### config.mk
export PLATFORM = sky130hd
export DESIGN_NAME = gesummv_engine
export DESIGN_NICKNAME = d
export VERILOG_FILES = /design/src/rtl/gesummv_pkg.sv /design/src/rtl/gesummv_mac.sv /design/src/rtl/gesummv_engine.sv
export SDC_FILE = /design/constraint.sdc
export NUM_CORES = 1
export LEC_CHECK = 0
export ABC_CLOCK_PERIOD_IN_PS = 4890
export CAP_MARGIN = 40
export CORE_ASPECT_RATIO = 0.6
export CORE_MARGIN = 4
export CORE_UTILIZATION = 50
export DETAILED_ROUTE_END_ITERATION = 16
export PLACE_DENSITY = 0.71
export RECOVER_POWER = 50
export SLEW_MARGIN = 20
export SYNTH_ARGS = -nofsm -noshare
export SYNTH_HDL_FRONTEND = slang
export SYNTH_HIERARCHICAL = 1
export SYNTH_SLANG_ARGS = --single-unit
### constraint.sdc
create_clock -name clk -period 4.89 [get_ports clk]
set_clock_uncertainty 0.05 [all_clocks]
set_input_delay 0.489 -clock clk [delete_from_list [all_inputs] [get_ports clk]]
set_output_delay 0.489 -clock clk [all_outputs]
set_load 0.1 [all_outputs]
### src/rtl/gesummv_pkg.sv
// gesummv_pkg -- shared definitions for the GESUMMV engine.
//   * FSM state encoding (IDLE, LOAD_X, ACC, SCALE, OUT)
//   * calc_aw / calc_ow: accumulator and result widths derived from N and DW
package gesummv_pkg;

  typedef logic [2:0] state_t;

  localparam state_t S_IDLE   = 3'd0;
  localparam state_t S_LOAD_X = 3'd1;
  localparam state_t S_ACC    = 3'd2;
  localparam state_t S_SCALE  = 3'd3;
  localparam state_t S_OUT    = 3'd4;

  // A row sum of N products of two DW-bit operands never exceeds this width.
  function automatic int calc_aw(input int n, input int dw);
    return 2 * dw + $clog2(n);
  endfunction

  // alpha*acc_a + beta*acc_b: one more DW factor plus one carry bit.
  function automatic int calc_ow(input int n, input int dw);
    return 3 * dw + $clog2(n) + 1;
  endfunction

endpackage

### src/rtl/gesummv_mac.sv
// gesummv_mac -- one unsigned multiply-accumulate lane.
// Ports:
//   clk, rst_n : clock, asynchronous active-low reset
//   clr        : synchronous clear of the accumulator (wins over en)
//   en         : add a*b to the accumulator this cycle
//   a, b       : DW-bit unsigned operands
//   acc        : AW-bit running sum
module gesummv_mac #(
  parameter int DW = 4,
  parameter int AW = 10
) (
  input  logic          clk,
  input  logic          rst_n,
  input  logic          clr,
  input  logic          en,
  input  logic [DW-1:0] a,
  input  logic [DW-1:0] b,
  output logic [AW-1:0] acc
);

  always_ff @(posedge clk or negedge rst_n) begin
    if (!rst_n) begin
      acc <= '0;
    end else if (clr) begin
      acc <= '0;
    end else if (en) begin
      acc <= acc + (AW'(a) * AW'(b));
    end
  end

endmodule

### src/rtl/gesummv_engine.sv
// gesummv_engine -- computes y = alpha*A*x + beta*B*x one row at a time.
// Ports:
//   clk, rst_n          : clock, asynchronous active-low reset
//   start, alpha, beta  : begin an operation (IDLE only), scalar coefficients
//   x_valid/x_ready/x_data            : x-vector load, index 0 first
//   ab_valid/ab_ready/a_data/b_data   : A and B elements, row-major
//   y_valid/y_ready/y_data            : one full-precision result per row
//   busy                : high whenever not IDLE
//   done                : one-cycle pulse after the last y is accepted
module gesummv_engine
  import gesummv_pkg::*;
#(
  parameter  int N  = 4,
  parameter  int DW = 4,
  localparam int OW = calc_ow(N, DW)
) (
  input  logic          clk,
  input  logic          rst_n,
  input  logic          start,
  input  logic [DW-1:0] alpha,
  input  logic [DW-1:0] beta,
  input  logic          x_valid,
  output logic          x_ready,
  input  logic [DW-1:0] x_data,
  input  logic          ab_valid,
  output logic          ab_ready,
  input  logic [DW-1:0] a_data,
  input  logic [DW-1:0] b_data,
  output logic          y_valid,
  input  logic          y_ready,
  output logic [OW-1:0] y_data,
  output logic          busy,
  output logic          done
);

  localparam int AW = calc_aw(N, DW);
  localparam int IW = $clog2(N);
  localparam logic [IW-1:0] LAST = IW'(N - 1);

  state_t          state;
  logic [DW-1:0]   alpha_r;
  logic [DW-1:0]   beta_r;
  logic [DW-1:0]   x_buf [N];
  logic [IW-1:0]   idx;
  logic [IW-1:0]   col;
  logic [IW-1:0]   row;
  logic [AW-1:0]   acc_a;
  logic [AW-1:0]   acc_b;
  logic            acc_clr;
  logic            acc_en;

  // Handshake readiness is purely a function of state, so reset drives it to 0.
  assign x_ready  = (state == S_LOAD_X);
  assign ab_ready = (state == S_ACC);
  assign y_valid  = (state == S_OUT);
  assign busy     = (state != S_IDLE);

  // Accumulators restart on an accepted start and after each row is scaled.
  assign acc_clr = ((state == S_IDLE) && start) || (state == S_SCALE);
  assign acc_en  = ab_ready && ab_valid;

  gesummv_mac #(.DW(DW), .AW(AW)) u_mac_a (
    .clk   (clk),
    .rst_n (rst_n),
    .clr   (acc_clr),
    .en    (acc_en),
    .a     (a_data),
    .b     (x_buf[col]),
    .acc   (acc_a)
  );

  gesummv_mac #(.DW(DW), .AW(AW)) u_mac_b (
    .clk   (clk),
    .rst_n (rst_n),
    .clr   (acc_clr),
    .en    (acc_en),
    .a     (b_data),
    .b     (x_buf[col]),
    .acc   (acc_b)
  );

  always_ff @(posedge clk or negedge rst_n) begin
    if (!rst_n) begin
      state   <= S_IDLE;
      alpha_r <= '0;
      beta_r  <= '0;
      idx     <= '0;
      col     <= '0;
      row     <= '0;
      y_data  <= '0;
      done    <= 1'b0;
      for (int i = 0; i < N; i++) begin
        x_buf[i] <= '0;
      end
    end else begin
      done <= 1'b0;
      case (state)
        S_IDLE: begin
          if (start) begin
            alpha_r <= alpha;
            beta_r  <= beta;
            idx     <= '0;
            col     <= '0;
            row     <= '0;
            state   <= S_LOAD_X;
          end
        end
        S_LOAD_X: begin
          if (x_valid) begin
            x_buf[idx] <= x_data;
            if (idx == LAST) begin
              idx   <= '0;
              state <= S_ACC;
            end else begin
              idx <= idx + 1'b1;
            end
          end
        end
        S_ACC: begin
          if (ab_valid) begin
            if (col == LAST) begin
              col   <= '0;
              state <= S_SCALE;
            end else begin
              col <= col + 1'b1;
            end
          end
        end
        S_SCALE: begin
          // Accumulators hold the complete row sums here; widen before scaling.
          y_data <= OW'(alpha_r) * OW'(acc_a) + OW'(beta_r) * OW'(acc_b);
          state  <= S_OUT;
        end
        S_OUT: begin
          if (y_ready) begin
            if (row == LAST) begin
              row   <= '0;
              done  <= 1'b1;
              state <= S_IDLE;
            end else begin
              row   <= row + 1'b1;
              state <= S_ACC;
            end
          end
        end
        default: state <= S_IDLE;
      endcase
    end
  end

endmodule

Word-level counts from Yosys, hierarchy flattened:

Index checks and enable logic that the tools add are counted.

* register bits: 69
* input bits: 26
* output and inout bits: 20

* $add $sub $neg: 6
* multipliers: 4
* order comparisons: 3
* equality and inequality tests: 13
* muxes and demuxes: 31
* bitwise gates (word level): 2
* reduce and logical (&&, ||, !) cells: 16

Operator list (number)
* two-way mux 10 bit: 4
* multiplier 4 x 10 -> 14 bit: 2
* adder 10 x 8 -> 10 bit: 2
* two-way mux 3 bit: 6
* bitwise mux 16 bit: 1
* multiplier 4 x 4 -> 8 bit: 2
* two-way mux 2 bit: 8
* adder 14 x 14 -> 15 bit: 1
* one-hot mux 3 bit (5 select lines): 1
* two-way mux 4 bit: 3
* one-hot mux 2 bit (2 select lines): 3
* AND reduction 3 bit: 3
* binary-select mux 4 bit (select 2 bit): 1
* demux 4 bit (select 2 bit): 1
* nonzero test 2 bit: 4
* adder 2 x 1 -> 2 bit, second input constant: 3
* == test 2 bit, second input constant: 3
* == test 3 x 2 -> 1 bit, second input constant: 2
* >= comparator 3 bit, second input constant: 2
* inequality test 2 x 1 -> 1 bit, second input constant: 3
* inequality test 2 bit, second input constant: 3
* NOT 2 -> 3 bit: 2
* AND reduction 6 bit: 1
* AND reduction 2 bit: 2
* 8 further kinds: 12

Logic depth before layout (Yosys ltp):

Gate-level depths: netlist (run 1).

* depth in word-level cells: 8
* gate-level depth with buffers: 17
* mapped depth without buffers: 15

By module:

The synthesis (run 1) kept the hierarchy.

Modules (own cells, without submodules)
* gesummv_engine: instances 1, cells each 466, area an instance 4619.4 µm², seq. area each 1226.2 µm²
* gesummv_mac: instances 2, cells each 136, area an instance 1222.4 µm², seq. area each 250.2 µm²

Worst setup path after synthesis (run 1):

Ideal clock, no wire load.

* kind: register to register
* start: reg state[0]
* end: reg u_mac_a.acc[9]
* data arrival time: 4.278 ns
* data required time: 4.763 ns
* setup slack: 0.485 ns
* stages on the path, launching flop included: 9
* path buffers: 2
* cells stage by stage: dfrtp_1 buf_2 nor3b_1 nand2_1 inv_1 buf_6 o21ai_0 or4_1 a21oi_1

* elaborated cells between the ends (all ways): 8
* classes of those cells: 2 x eq/ne; 1 x mux; 5 x reduce/logical

RTL lines
* from (decl): RTL line gesummv_engine.sv:40 `state_t state;`
* from (signal assigned): RTL line gesummv_engine.sv:84 `state <= S_IDLE;`
* from (signal assigned): RTL line gesummv_engine.sv:105 `state <= S_LOAD_X;`
* from (signal assigned): RTL line gesummv_engine.sv:113 `state <= S_ACC;`
* == test 3 x 2 -> 1 bit: RTL line gesummv_engine.sv:54 `assign ab_ready = (state == S_ACC);`
* net ab_ready: RTL line gesummv_engine.sv:26 `output logic ab_ready,`
* logical AND 1 bit: RTL line gesummv_engine.sv:60 `assign acc_en = ab_ready && ab_valid;`
* net acc_en: RTL line gesummv_engine.sv:50 `logic acc_en;`
* nonzero test 2 bit (no line)
* to (signal assigned): RTL line gesummv_mac.sv:27 `acc <= acc + (AW'(a) * AW'(b));`
* to (decl): RTL line gesummv_mac.sv:18 `output logic [AW-1:0] acc`

The timed path passes the listed nets, and every way through them passes these cells.
A chain may end at the register's enable or synchronous reset.

Worst setup path after layout (run 1):

* start: reg beta_r[1]
* end: reg y_data[14]

* word-level cells in the longest chain between the ends: 2

RTL lines
* from (decl): RTL line gesummv_engine.sv:42 `logic [DW-1:0] beta_r;`
* from (signal assigned): RTL line gesummv_engine.sv:101 `beta_r <= beta;`
* multiplier 4 x 10 -> 14 bit: RTL line gesummv_engine.sv:131 `y_data <= OW'(alpha_r) * OW'(acc_a) + OW'(beta_r) * OW'(acc_b);`
* adder 14 x 14 -> 15 bit: RTL line gesummv_engine.sv:131
* to (signal assigned): RTL line gesummv_engine.sv:131
* to (decl): RTL line gesummv_engine.sv:31 `output logic [OW-1:0] y_data,`

No other way between the ends.

==> results.sh, run 1 <==
export IMPL_run_status="finished with violations"
export IMPL_violations="capacitance limit, slew limit"
export IMPL_multi_input_area_um2=4780
export IMPL_period_minus_slack_ns=4.672
export IMPL_p_leak_uw=0.004098
export IMPL_critPathMaxFanout=11
export IMPL_critPathArrivalTime_ns=4.91
export IMPL_finalNonFillerCells=994
export IMPL_synth_most_common_cell="inv_1"
export IMPL_cts_hold_buf=0
export IMPL_synthesis_instances=738
export IMPL_pwr_share_comb=0.586
export IMPL_yosys_area_top_type="dfrtp_1"
export IMPL_grt_max_degree=47
export IMPL_boundaryPins=46
export IMPL_drtPass1Iterations=4
export IMPL_tritoncts="yes"
export IMPL_dieArea_um2=16160
export IMPL_critical_path_class="reg2reg"
export IMPL_ir_worst_vdd_uv=381.1
export IMPL_synth_edff_count=0
export IMPL_wl_per_cell_um=15.81
export IMPL_rsz0062_at_grt="no"
export IMPL_die_y_um=100.1
export IMPL_hold_viol_final=0
export IMPL_dp_hpwl_um=12590
export IMPL_drc=0
export IMPL_grt_first_pass_wirelength_um=26720
export IMPL_cp_start_kind="flop"
export IMPL_wl_um=15720
export IMPL_cts_sinks=69
export IMPL_drtIter0Drc=317
export IMPL_yosysTopAreaCellShare=0.2444
export IMPL_area_growth_pct=17.61
export IMPL_p_int_uw=2245
export IMPL_cts_buffers=9
export IMPL_maxCapViolCount=1
export IMPL_final_nets=964
export IMPL_netlist_area_um2=7064
export IMPL_gr_total_overflow=0
export IMPL_grt_antenna_before_repair=0
export IMPL_p_sw_uw=1948
export IMPL_slew_headroom=-0.6341
export IMPL_power_switching_share=0.4647
export IMPL_ys_seq_area_frac=0.2444
export IMPL_root_buffer="clkbuf_16"
export IMPL_ys_top_cells_by_count="inv_1, and2_1, nand2_1"
export IMPL_fillerInstances=1152
export IMPL_synth_area_leaders="dfrtp_1, fa_1, ha_1"
export IMPL_via_count=5345
export IMPL_fin_util=0.6042
export IMPL_initial_core_util=0.5138
export IMPL_gp_congestion=0.8878
export IMPL_drive_gt1_frac=0.1010
export IMPL_postCtsSetupBuffers=0
export IMPL_worst_hold_slack_ns=0.4234
export IMPL_fmax_ghz=0.2141
export IMPL_required_ns=5.13
export IMPL_p_per_area_nw_per_um2=504.7
export IMPL_cts_max_level=3
export IMPL_cp_end_kind="flop"
export IMPL_synth_net_count=905
export IMPL_register_area_um2=1729
export IMPL_fp_row_count=33
export IMPL_setup_viol=0
export IMPL_portBuffers=45
export IMPL_dp_cells=978
export IMPL_ys_flop_type="dfrtp_1"
export IMPL_synth_distinct_cells=47
export IMPL_final_setup_tns_ns=0
export IMPL_slew_viol_final=47
export IMPL_p_seq_frac=0.236
export IMPL_ys_ff_latch=69
export IMPL_die_x_um=161.5
export IMPL_min_path_type="in2async"
export IMPL_post_route_period_util=0.9553
export IMPL_tightest_slew_ns=2.451
export IMPL_grt_pass1_vias=5525
export IMPL_diodes=0
export IMPL_ant_nets=0
export IMPL_viasPerCell=5.377
export IMPL_syn_area_per_cell_um2=9.572
export IMPL_p_clk_frac=0.179
export IMPL_clock_latency_ns=0.35
export IMPL_yosysWarnings=6
export IMPL_track_usage=0.2058
export IMPL_clkTransAtPathRegs_ns=0.07
export IMPL_clockBufferDepth=2
export IMPL_synthArstFlopShare=1.000
export IMPL_core_region_area_um2=13750
## power by group through the flow
stage | clock network [uW] | logic [uW] | registers, uW
CTS | 761 | 2490 | 976
detailed placement | 0 | 2470 | 983
global route | 789 | 2780 | 1020
finish | 748 | 2460 | 988
floorplan | 0 | 1750 | 1040
global placement | 0 | 2250 | 959
## registers in the layout, summed over array words and instances, names as in the netlist
name,cells
beta_r,4
idx,2
x_buf,16
u_mac_a/acc,10
state,3
col,2
done,1
alpha_r,4
y_data,15
u_mac_b/acc,10
row,2
## routing by layer
metal | track usage | wire, um | vias to the layer above
li1 | - | - | 2551
met1 | 0.2930 | 7614 | 2632
met2 | 0.3234 | 7100 | 139
met3 | 0.04021 | 754 | 23
met4 | 0.06094 | 246 | 0
met5 | 0 | 0 | -
## per-stage QoR
stage / instance area [um2] / setup slack, ns / power [uW]
final: 8308 / 0.2185 / 4193
after global routing: 8308 / 0.02411 / 4588
after CTS: 8310 / 0.1240 / 4223
after detailed placement: 7981 / 0.1981 / 3452
after global placement: 7654 / 0.2962 / 3208
after floorplan: 7064 / 0.4848 / 2787
## critical path: stages, from the launching register on
cell,delay [ns]
dfrtp_1,0.51
nand2_1,0.15
fa_1,0.50
fa_1,0.55
inv_1,0.05
fa_1,0.52
inv_1,0.05
fa_1,0.52
fa_1,0.47
nand2b_1,0.20
a21oi_2,0.18
a31oi_1,0.22
or4_1,0.53
nand3_1,0.10
## cell type report
type | count | share of cell area
Sequential cell | 69 | 0.2081
Tap cell | 192 | 0.02892
Multi-Input combinational cell | 532 | 0.5753
Timing Repair Buffer | 70 | 0.09608
Clock inverter | 7 | 0.01250
Clock buffer | 9 | 0.02711
Inverter | 115 | 0.05196
## repair_timing
| item | 4_1_cts | 5_1_grt |
|---|---|---|
| gates resized for setup | 0 | 2 |
| endpoints found under the setup margin | 0 | 2 |
| endpoints found under the hold margin | 0 | 0 |
## kinds of logic (layout without fill, tap and decap cells)
logic type,Yosys count,in the layout,synth area share
simple gates,246,246,0.1849
fa+ha+maj,141,141,0.3262
buf+inv,137,201,0.07899
flops,69,69,0.2444
xor+xnor,9,9,0.01116
mux,35,35,0.06093
compound gates,101,101,0.09334
## layout by cell type, fill, tap and decap left out, types with 4 or more instances in the layout
cell | netlist | routed
fa_1 | 72 | 72
clkbuf_16 | 0 | 9
clkdlybuf4s50_1 | 0 | 44
or3_1 | 5 | 5
a21o_1 | 5 | 5
or4_1 | 5 | 5
nand3b_1 | 7 | 7
nand2_1 | 75 | 75
and2_1 | 87 | 86
a21oi_1 | 28 | 28
nand3_1 | 16 | 16
and3_1 | 5 | 5
nor2_1 | 23 | 23
a211o_2 | 4 | 4
o31ai_1 | 4 | 4
mux4_2 | 4 | 4
o21a_1 | 4 | 4
mux2i_1 | 7 | 7
nand2b_1 | 8 | 8
a211oi_1 | 5 | 5
nand4_1 | 5 | 5
buf_8 | 0 | 20
o211ai_1 | 6 | 6
o21ai_0 | 27 | 27
inv_1 | 115 | 115
ha_1 | 69 | 69
mux2_2 | 24 | 24
xor2_1 | 6 | 6
dfrtp_1 | 69 | 67
## final timing paths
path	cells after the start	endpoint	startpoint	slack, ns
worst min register to register	2	y_data[0]$_DFFE_PN0P_	y_data[0]$_DFFE_PN0P_	0.42
worst max-delay path	13	y_data[14]$_DFFE_PN0P_	beta_r[1]$_DFFE_PN0P_	0.22
max in group asynchronous	2	beta_r[2]$_DFFE_PN0P_	rst_n	1.21
worst min-delay path	1	y_data[14]$_DFFE_PN0P_	rst_n	0.42
min in group clk	2	y_data[0]$_DFFE_PN0P_	y_data[0]$_DFFE_PN0P_	0.42
worst max register to register	13	y_data[14]$_DFFE_PN0P_	beta_r[1]$_DFFE_PN0P_	0.22
(Power assumes the default switching activity.)
==> inputs of run 2 (changes only) <==
--- a/config.mk
+++ b/config.mk
@@ -10,7 +10,9 @@
 export CORE_ASPECT_RATIO = 0.6
 export CORE_MARGIN = 4
 export CORE_UTILIZATION = 50
+export CTS_CLUSTER_DIAMETER = 120
 export DETAILED_ROUTE_END_ITERATION = 16
+export HOLD_SLACK_MARGIN = 0.1
 export PLACE_DENSITY = 0.71
 export RECOVER_POWER = 50
 export SLEW_MARGIN = 20
==> results of run 2 <==
Same layout as run 1: the final DEF is identical, and so are final timing and power.
==> edit, RTL diff (flow settings as in run 2) <==
`DW` is set to 4 in 2 places; all go to 5.
--- a/src/rtl/gesummv_mac.sv
+++ b/src/rtl/gesummv_mac.sv
@@ -6,7 +6,7 @@
 //   a, b       : DW-bit unsigned operands
 //   acc        : AW-bit running sum
 module gesummv_mac #(
-  parameter int DW = 4,
+  parameter int DW = 5,
   parameter int AW = 10
 ) (
   input  logic          clk,
--- a/src/rtl/gesummv_engine.sv
+++ b/src/rtl/gesummv_engine.sv
@@ -11,7 +11,7 @@
   import gesummv_pkg::*;
 #(
   parameter  int N  = 4,
-  parameter  int DW = 4,
+  parameter  int DW = 5,
   localparam int OW = calc_ow(N, DW)
 ) (
   input  logic          clk,
Ports: changed (6 resized); port bits go from 46 to 54. The function was not compared with the original's and may differ.
==> edit against run 2 <==
The run still ends with max-capacitance violations, max-slew violations left. Wire length increased by 57%. Worst setup slack got worse by 0.20 ns. Largest power group unchanged. Synthesized area is 37% higher. Worst hold slack better by 0.0092 ns. Combinational power is 130% higher. Power increased by 83%. Sequential cell count up 13. Cell area up 47%. Non-clock buffer count is 109 higher. Global-route usage increased by 2.4 points. Die area up 34%. Utilization is 4.0 points higher.
==> edit: results (changes against run 2) <==
** Outcome
- Run status :: complete, but fails checks
- Violated checks :: max-capacitance violations, max-slew violations

** Routing
- Number of design-rule violations left by the first detailed-router iteration :: 584 (+84%)
- The average wire per standard cell was 17.27 um (+9.2%).
- Pre-antenna DRT Iters :: 6 (+2)
- The via total after detailed routing was 7909 (+48%).
- The remaining antenna violation count was 0 (unchanged).

** Hold path
- Kind of path behind the tightest hold check :: reg -> reg

** Place
- Port Buf Inserts :: 53 (+18%)
- Final HPWL DP :: 18820 um (+50%)
- Instance area at placement :: 11250 sq um (+41%)
- Pre-CTS setup slack :: -0.2481 ns (-0.4462 ns)
- The final RePlAce weighted congestion came to 0.8909 (+0.35%).

** Global route
- The via count of the first global-routing pass is 7897 (+43%).
- Largest net degree at the start of global routing :: 52 (+11%)
- Antenna violations before repair :: 0 (unchanged)
- First-pass GRT wire length :: 39930 um (+49%)
- The global-route total usage across every layer was 22.95% (+2.4 points).

** Cells and area
- Layout filler cell count :: 1525 (+32%)
- Layout cell share with drive strength beyond 1 :: 23.34% (+13 points)
- The post-route non-filler standard cell count came to 1425 (+43%).
- Top flop regs :: x_buf x20, y_data x18

** Synthesis
- Sorting the synthesized cells by how often they occur yields 165 x sky130_fd_sc_hd__inv_1, 121 x sky130_fd_sc_hd__fa_1, 116 x sky130_fd_sc_hd__nand2_1, 104 x sky130_fd_sc_hd__and2_1, 85 x sky130_fd_sc_hd__ha_1.
- Net count after synthesis :: 1251 (+38%)
- Count of different cell masters after synthesis :: 61 (+30%)
- The gate count after technology mapping came to 1014 (+37%).
- Yosys attributes the largest share of cell area to sky130_fd_sc_hd__fa_1 25%, sky130_fd_sc_hd__dfrtp_1 21%, sky130_fd_sc_hd__ha_1 11%.
- The portion of the post-synthesis area used by sequential elements came to 21.22% (-3.2 points).

** Worst setup path
- The top fanout value on the critical path was 5 (-6).
- The arrival time at the worst endpoint came to 5.06 ns (+0.15 ns).
- The count of cells along the worst register-to-register path is 17 (+4).

** Timing
- The transition time at the pin with the least slew margin is 2.066 ns (-0.3856 ns).
- Slew Viols, Final :: 33 (-30%)

** Clock network
- The number of buffers created by CTS came to 9 (unchanged).

** Run
- Max-Cap Viols :: 1 (unchanged)

** Power
- Leakage dissipation :: 6.058 nW (+48%)
- The peak supply drop came to 488.3 uV (+28%).
## edit: repair_timing
item / CTS / global route
pin swaps: 22 / 81
gates resized for setup: 44 / 85
setup buffers: 12 / 20
hold buffers: 1 / 0
cloned: 0 / 0
endpoints found under the hold margin: 31 / 0
endpoints found under the setup margin: 11 / 11
## edit: path summary, 6_finish.rpt
path                       slack (ns)      start        endpoint
max in group asynchronous        1.36      rst_n  u_mac_a/acc[8]
setup / recovery                 0.02  beta_r[3]      y_data[17]
setup reg to reg                 0.02  beta_r[3]      y_data[17]
hold / removal                   0.43  y_data[2]       y_data[2]
min in group asynchronous        1.20      rst_n       y_data[2]
hold reg to reg                  0.43  y_data[2]       y_data[2]
## edit: through the flow
step / utilization [%] / power [mW] / TNS [ns]
after CTS: 62.22 / 7.268 / 0
after detailed placement: 59.24 / 6.323 / -1.483
after global routing: 64.42 / 8.344 / -0.5282
after global placement: 57.43 / 6.011 / -0.4803
after floorplan: - / 4.841 / -0.02456
final: 64.43 / 7.653 / 0
## edit: final cells by class
type | count | area, sq um | share of cell area, %
antenna | 1 | 2.502 | 0.02046
clock buffer | 9 | 225.2 | 1.841
clock inverter | 7 | 68.82 | 0.5627
inverter | 165 | 619.3 | 5.064
multi-input combinational | 736 | 7192 | 58.80
sequential | 82 | 2074 | 16.96
tap | 246 | 307.8 | 2.517
timing repair buffer | 179 | 1740 | 14.23
## edit: cell families (layout without fill, tap and decap cells)
group	after synthesis	count (layout)	synth area share [%]
AND/OR/NAND/NOR	326	326	17.13
adder cells (fa/ha/maj)	206	206	36.06
buffers and inverters	196	360	7.843
AO/OA/AOI/OAI	149	149	11.13
flip-flops	82	82	21.22
multiplexers	46	46	5.798
XOR/XNOR	9	9	0.8153
other	0	1	0
## edit: where the power goes
group | internal [mW] | switching (mW)
sequential | 0.912 | 0.271
combinational | 2.51 | 3.26
clock | 0.361 | 0.340
## edit: worst max-delay path, delay by kind of cell (launching register included)
kind	cells	cell delay, ns
AOI/OAI and AO/OA	3	0.72
adders and majority gates	6	2.77
buffers and inverters	5	0.33
DFF	1	0.45
muxes	1	0.22
and+or+nand+nor	2	0.21
## edit: routing by layer
metal | track usage, % | vias to the layer above | wire length, um
li1 | - | 3655 | -
met1 | 34.25 | 3955 | 11700
met2 | 34.49 | 277 | 10780
met3 | 5.659 | 22 | 1868
met4 | 4.545 | 0 | 253
met5 | 0 | - | 0
